## src/rtl/toggle_pattern_checker_sat_counter.sv

```systemverilog
// sat_counter: W-bit up-counter that saturates at all-ones.
//   clk, rst : clock and asynchronous active-high reset
//   clr_i    : synchronous clear to zero
//   inc_i    : increment. When it coincides with clr_i the counter loads 1,
//              so the event that arrives with the clear is still counted.
//   count_o  : current count
module sat_counter #(
  parameter int W = 16
) (
  input  logic         clk,
  input  logic         rst,
  input  logic         clr_i,
  input  logic         inc_i,
  output logic [W-1:0] count_o
);
  localparam logic [W-1:0] MAX_V = '1;

  logic [W-1:0] count_q, count_d;

  always_comb begin
    count_d = count_q;
    if (inc_i) begin
      if (clr_i) begin
        count_d = W'(1);
      end else if (count_q != MAX_V) begin
        count_d = count_q + W'(1);
      end
    end else if (clr_i) begin
      count_d = '0;
    end
  end

  always_ff @(posedge clk or posedge rst) begin
    if (rst) begin
      count_q <= '0;
    end else begin
      count_q <= count_d;
    end
  end

  assign count_o = count_q;
endmodule

```

## config.mk

```make
export PLATFORM = sky130hd
export DESIGN_NAME = sat_counter
export DESIGN_NICKNAME = d
export VERILOG_FILES = /design/src/rtl/toggle_pattern_checker_sat_counter.sv
export SDC_FILE = /design/constraint.sdc
export NUM_CORES = 1
export LEC_CHECK = 0
export ABC_AREA = 1
export CORE_ASPECT_RATIO = 0.75
export CORE_MARGIN = 1
export CORE_UTILIZATION = 45
export DETAILED_ROUTE_END_ITERATION = 10
export HOLD_SLACK_MARGIN = 0.02
export PLACE_DENSITY = 0.73
export RECOVER_POWER = 50
export SLEW_MARGIN = 20
export SYNTH_ARGS = -nofsm -noshare
export SYNTH_HDL_FRONTEND = slang
export SYNTH_SLANG_ARGS = --single-unit
```

## constraint.sdc

```tcl
create_clock -name clk -period 1.61 [get_ports clk]
set_clock_uncertainty 0.2 [all_clocks]
set_input_delay 0.161 -clock clk [delete_from_list [all_inputs] [get_ports clk]]
set_output_delay 0.161 -clock clk [all_outputs]
set_load 0.03 [all_outputs]
```

==> flow_metrics.env, run 1 <==
export IMPL_rsz0062_at_grt="yes"
export IMPL_design_power_total_w=0.000840
export IMPL_peakVddDrop_mv=0.461
export IMPL_p_leak_nw=0.773
export IMPL_max_freq_ghz=0.628
export IMPL_drive_gt1_share_pct=35.9
export IMPL_critical_path_class="reg2reg"
export IMPL_synthMuxAreaShare_pct=0
export IMPL_crit_fanout=9
export IMPL_synth_area_um2=1140
export IMPL_place_area_um2=1500
export IMPL_worst_setup_path_start_kind="flop"
export IMPL_crit_buf_inv=2
export IMPL_yosys_area_top_type_share_pct=35.1
export IMPL_synth_compound_area_share_pct=11.7
export IMPL_grt_antenna_before_repair=0
export IMPL_fin_nets=204
export IMPL_htreeDepth=1
export IMPL_synth_flop_cell="dfrtp_1"
export IMPL_synthXorXnorAreaFrac_pct=1.54
export IMPL_rr_worst_depth=8
export IMPL_die_area_um2=2740
export IMPL_slew_viol_final=0
export IMPL_ys_seq_area_share_pct=35.1
export IMPL_synth_top_cell_by_area="dfrtp_1"
export IMPL_syn_area_per_cell_um2=7.35
export IMPL_synth_edf_count=0
export IMPL_num_io_pins=20
export IMPL_dr_pass1_iters=4
export IMPL_dr_total_vias=1241
export IMPL_final_antenna_net_count=0
export IMPL_status="completed"
export IMPL_worst_pin_slew_ns=0.433
export IMPL_antenna_cells=0
export IMPL_viasPerCell=5.35
export IMPL_critPathMaxStageDelay_ns=0.41
export IMPL_yosysWarnings=0
export IMPL_drt_total_wl_mm=3.18
export IMPL_fin_ws_ns=0.0169
export IMPL_synthAdderAreaFrac_pct=1.10
export IMPL_maxCapViolCount=0
export IMPL_post_place_ws_ns=-0.0779
export IMPL_die_h_um=45.6
export IMPL_first_global_vias=1152
export IMPL_synth_distinct_cells=26
export IMPL_drc=0
export IMPL_num_rows=15
export IMPL_cts_tree="done"
export IMPL_coreArea_um2=2350
export IMPL_grt_pass1_wl_mm=5.27
export IMPL_wl_per_cell_um=13.7
export IMPL_path_cells="ha_4, nand3_4, inv_4, nand4_4, nand2_4, nand2_8, buf_4, o21ai_2"
export IMPL_hold_violations=0
export IMPL_cts_sinks=16
export IMPL_synth_top_family_by_area="simple AND/OR/NAND/NOR gates"
export IMPL_whs_path_depth=2
export IMPL_crit_slowest_cell="dfrtp_2"
export IMPL_dp_final_hpwl_mm=2.27
export IMPL_synthArstFlopShare_pct=100
export IMPL_grt_ovfl_total=0
export IMPL_yosys_top_cells_area="dfrtp_1 (35%), nand2_1 (14%), nand4_1 (7.1%), inv_1 (6.3%), o21ai_2 (6.1%)"
export IMPL_power_density_nw_per_um2=509
export IMPL_syn_to_final_growth_pct=44.7
export IMPL_cts_clk_slew_worst_paths_ns=0.10
export IMPL_die_w_um=60.1
export IMPL_synthSimpleGateAreaFrac_pct=41.7
export IMPL_clockBufferDepth=2
export IMPL_syn_inst=155
export IMPL_period_share_pct=99.0
export IMPL_root_buffer="clkbuf_4"
export IMPL_globalplace_congestion=0.901
export IMPL_end_kind="flop"
export IMPL_hold_slack_ns=0.394
export IMPL_largest_reg_flops=16
export IMPL_critPathRequiredTime_ns=1.64
export IMPL_synth_seq_cells=16
export IMPL_numPortBuffers=19
export IMPL_insertion_delay_ns=0.30
export IMPL_cts_buffers=3
export IMPL_setup_viol=0
export IMPL_utilization_pct=70.3
export IMPL_relSlewSlack_pct=71.1
export IMPL_grt_use_total_pct=27.2
export IMPL_synth_fp_nets=160
export IMPL_cp_num_cells=8
export IMPL_hold_path_class="reg2reg"
export IMPL_initial_core_util_pct=48.6
export IMPL_critPathArrivalTime_ns=1.63
export IMPL_drtIter0Drc=71
export IMPL_stdcell_area_um2=1650
export IMPL_cpLargestDelayFamily="simple AND/OR/NAND/NOR gates"
export IMPL_grt_max_degree=17
export IMPL_fin_crit_ns=1.59
-- kinds of logic (layout without fill, tap and decap cells) --
| family | after synthesis | in the layout |
|---|---|---|
| fa+ha+maj | 1 | 1 |
| xor+xnor | 2 | 2 |
| buf+inv | 24 | 67 |
| compound gates | 17 | 17 |
| simple gates | 95 | 95 |
| flops | 16 | 16 |
-- cells in the mapped netlist (2+ instances only) --
library cell  number
o21bai_1           2
o21ai_0            4
nand2_4            2
inv_1             19
nor2_4             2
nor2_1            14
nand2_1           41
nor3_1             3
nor2_2             2
nand3_1           13
o21ai_2            8
nand4_1           13
nand2_2            3
xor2_1             2
dfrtp_1           16
-- timing repair --
item | CTS | global route
resized for setup | 20 | 14
setup buffers | 5 | 7
endpoints found under the hold margin | 16 | 0
setup endpoints to repair | 29 | 17
pin swaps | 1 | 8
gates cloned | 0 | 0
hold buffers | 1 | 0
-- worst register-to-register path, delay by kind of cell (launching register included) --
kind / cells / cell delay (ns)
simple gates: 4 / 0.41
flops: 1 / 0.41
buf+inv: 2 / 0.23
fa+ha+maj: 1 / 0.17
compound gates: 1 / 0.10
-- final cells by class --
cell class,count,area (um^2)
fillers,203,697
inverters,20,77.6
repair buffers,43,368
clock buffers,4,36.3
multi-input cells,115,711
well taps,34,42.5
flip-flops and latches,16,414
-- final timing paths --
path / startpoint / end / slack, ns
max: count_o[0]$_DFFE_PP0P_ / count_o[2]$_DFFE_PP0P_ / 0.02
min: count_o[5]$_DFFE_PP0P_ / count_o[5]$_DFFE_PP0P_ / 0.39
max reg2reg: count_o[0]$_DFFE_PP0P_ / count_o[2]$_DFFE_PP0P_ / 0.02
min reg2reg: count_o[5]$_DFFE_PP0P_ / count_o[5]$_DFFE_PP0P_ / 0.39
max in group asynchronous: rst / count_o[1]$_DFFE_PP0P_ / 0.16
min in group asynchronous: rst / count_o[10]$_DFFE_PP0P_ / 0.72
-- power by group --
part	total, W	switching [W]	internal, W
Combinational	0.000141	0.0000818	0.0000590
Sequential	0.000417	0.00000837	0.000408
Clock	0.000283	0.000145	0.000138
Total	0.000840	0.000235	0.000605
-- layer usage --
layer | GRT usage (%) | up-vias | share of wire [%]
met5 | 0 | - | 0
met4 | 14.4 | 0 | 3.8
met3 | 7.39 | 15 | 5.4
met2 | 42.6 | 45 | 46
met1 | 34.2 | 584 | 45
li1 | - | 597 | -
-- through the flow --
| stage | std cells | TNS, ns |
|---|---|---|
| 4_1_cts | 225 | 0 |
| 3_3_place_gp | 215 | -0.0865 |
| 3_5_place_dp | 215 | -0.427 |
| 2_1_floorplan | 155 | -0.647 |
| 6_report | 232 | 0 |
| 5_1_grt | 232 | -0.629 |
-- placed cells by master, fill, tap and decap left out, drive strengths merged --
master         synthesis  layout
o21bai                 2       2
a21o                   1       1
inv                   20      20
nand3                 14      14
dlygate4sd2            0      13
dlygate4sd3            0       2
clkdlybuf4s50          0       2
xor2                   2       2
clkbuf                 2       8
nor2                  18      18
a21oi                  2       2
nand2                 46      46
o21ai                 12      12
nand4                 14      14
buf                    2      22
ha                     1       1
dfrtp                 16      16
nor3                   3       3
Power figures use the tool's default switching activity.
==> inputs of run 2 (changes only) <==
TNS_END_PERCENT = 30   (was unset)
==> flow_metrics.env, run 2 (same netlist as run 1, synthesis figures left out) <==
export IMPL_status="finished, violations left"
export IMPL_violations="negative setup slack"
export IMPL_critPathArrivalTime_ns=1.69
export IMPL_setup_viol=10
export IMPL_crit_fanout=9
export IMPL_drt_total_wl_mm=3.33
export IMPL_critPathMaxStageDelay_ns=0.43
export IMPL_numPortBuffers=19
export IMPL_grt_pass1_wl_mm=5.34
export IMPL_cp_num_cells=8
export IMPL_power_density_nw_per_um2=499
export IMPL_seqPwrFrac_pct=50.6
export IMPL_end_kind="flop"
export IMPL_slew_viol_final=0
export IMPL_layout_common_cells="nand2_1 (39), buf_4 (22), inv_1 (19)"
export IMPL_largest_reg_flops=16
export IMPL_grt_max_degree=17
export IMPL_num_rows=15
export IMPL_p_leak_nw=0.791
export IMPL_die_h_um=45.6
export IMPL_drive_gt1_share_pct=35.5
export IMPL_viasPerCell=5.27
export IMPL_fin_nets=206
export IMPL_syn_to_final_growth_pct=45.7
export IMPL_insertion_delay_ns=0.31
export IMPL_num_io_pins=20
export IMPL_wl_per_cell_um=14.2
export IMPL_intPower_w=0.000596
export IMPL_fin_crit_ns=1.65
export IMPL_cts_buffers=3
export IMPL_finalSetupTns_ns=-0.190
export IMPL_die_area_um2=2740
export IMPL_worst_setup_path_start_kind="flop"
export IMPL_die_w_um=60.1
export IMPL_max_freq_ghz=0.606
export IMPL_critical_path_class="reg2reg"
export IMPL_post_place_ws_ns=-0.112
export IMPL_cts_tree="done"
export IMPL_crit_buf_inv=2
export IMPL_reg2reg_slack_ns=-0.04
export IMPL_peakVddDrop_mv=0.492
export IMPL_cts_sinks=16
export IMPL_drtIter0Drc=97
export IMPL_grt_antenna_before_repair=0
export IMPL_p_sw_w=0.000232
export IMPL_sw_frac_of_total_pct=28.0
export IMPL_hold_path_class="reg2reg"
export IMPL_power_share_clock_pct=34.4
export IMPL_critPathCapture="count_o[6]$_DFFE_PP0P_"
export IMPL_crit_start="count_o[0]$_DFFE_PP0P_"
export IMPL_reg2reg_to="count_o[6]$_DFFE_PP0P_"
export IMPL_whs_path_depth=2
export IMPL_dr_pass1_iters=4
export IMPL_path_cells="ha_4, nand3_4, inv_4, nand4_4, nand2_4, nand2_8, buf_12, o21ai_2"
export IMPL_dp_final_hpwl_mm=2.40
export IMPL_antenna_cells=0
export IMPL_grt_ovfl_total=0
export IMPL_r2r_start="count_o[0]$_DFFE_PP0P_"
export IMPL_rsz0062_at_grt="yes"
export IMPL_cpLargestDelayFamily="flip-flops"
export IMPL_grt_use_total_pct=27.1
export IMPL_coreArea_um2=2350
export IMPL_cts_clk_slew_worst_paths_ns=0.12
export IMPL_crit_slowest_cell="dfrtp_2"
export IMPL_combPwrFrac_pct=15.0
export IMPL_clockBufferDepth=2
export IMPL_htreeDepth=1
export IMPL_fin_ws_ns=-0.0413
export IMPL_relSlewSlack_pct=72.3
export IMPL_drc=0
export IMPL_globalplace_congestion=0.919
export IMPL_rr_worst_depth=8
export IMPL_utilization_pct=70.8
export IMPL_first_global_vias=1112
export IMPL_critPathRequiredTime_ns=1.65
export IMPL_worst_pin_slew_ns=0.415
export IMPL_initial_core_util_pct=48.6
export IMPL_final_antenna_net_count=0
export IMPL_hold_violations=0
export IMPL_mostFrequentLayoutCell="nand2_1"
export IMPL_root_buffer="clkbuf_4"
export IMPL_period_share_pct=103
export IMPL_dr_total_vias=1234
export IMPL_maxCapViolCount=0
==> run 2: worst min-delay path by stage <==
stage | from | end
2_1_floorplan | rst | count_o[11]$_DFFE_PP0P_
3_3_place_gp | rst | count_o[6]$_DFFE_PP0P_
3_5_place_dp | rst | count_o[6]$_DFFE_PP0P_
4_1_cts | count_o[5]$_DFFE_PP0P_ | count_o[5]$_DFFE_PP0P_
5_1_grt | count_o[10]$_DFFE_PP0P_ | count_o[10]$_DFFE_PP0P_
6_report | count_o[10]$_DFFE_PP0P_ | count_o[10]$_DFFE_PP0P_
==> run 2: worst reg2reg max path, cell delays in order (launching register included) <==
cell,delay (ns)
dfrtp_2,0.43
ha_4,0.18
nand3_4,0.09
inv_4,0.07
nand4_4,0.13
nand2_4,0.13
nand2_8,0.09
buf_12,0.16
o21ai_2,0.12
==> run 2: stage by stage <==
stage / area [um^2] / total power [W] / std cells / hold WS [ns]
final: 1660 / 0.000828 / 234 / 0.380
after global routing: 1660 / 0.000861 / 234 / 0.415
after CTS: 1590 / 0.000830 / 226 / 0.385
after detailed placement: 1540 / 0.000548 / 221 / 0.289
after global placement: 1540 / 0.000546 / 221 / 0.288
after floorplan: 1180 / 0.000494 / 155 / -0.126
==> run 2: power groups by stage <==
stage               Combinational (W)  Sequential [W]  Clock, W
floorplan                   0.0000569        0.000437         0
detailed placement           0.000121        0.000427         0
global route                 0.000137        0.000420  0.000304
global placement             0.000120        0.000426         0
finish                       0.000124        0.000419  0.000285
CTS                          0.000123        0.000419  0.000288
==> run 2: repair_timing <==
action,in CTS,in global routing
endpoints found under the setup margin,31,17
gates resized for setup,23,8
endpoints found under the hold margin,16,0
hold buffers,1,0
setup buffers,0,8
pin swaps,1,9
==> run 2: area by class of cell <==
| class | count | area, um^2 |
|---|---|---|
| sequential | 16 | 415 |
| inverter | 20 | 77.6 |
| clock buffer | 4 | 36.3 |
| timing repair buffer | 45 | 387 |
| multi-input combinational | 115 | 702 |
| fill | 198 | 686 |
| tap | 34 | 42.5 |
==> run 2: metal layers <==
metal  global-route usage [%]  wire length, um
met1                     37.2             1420
met5                        0                0
met4                     8.84               51
met2                     41.8             1610
met3                     6.53              236
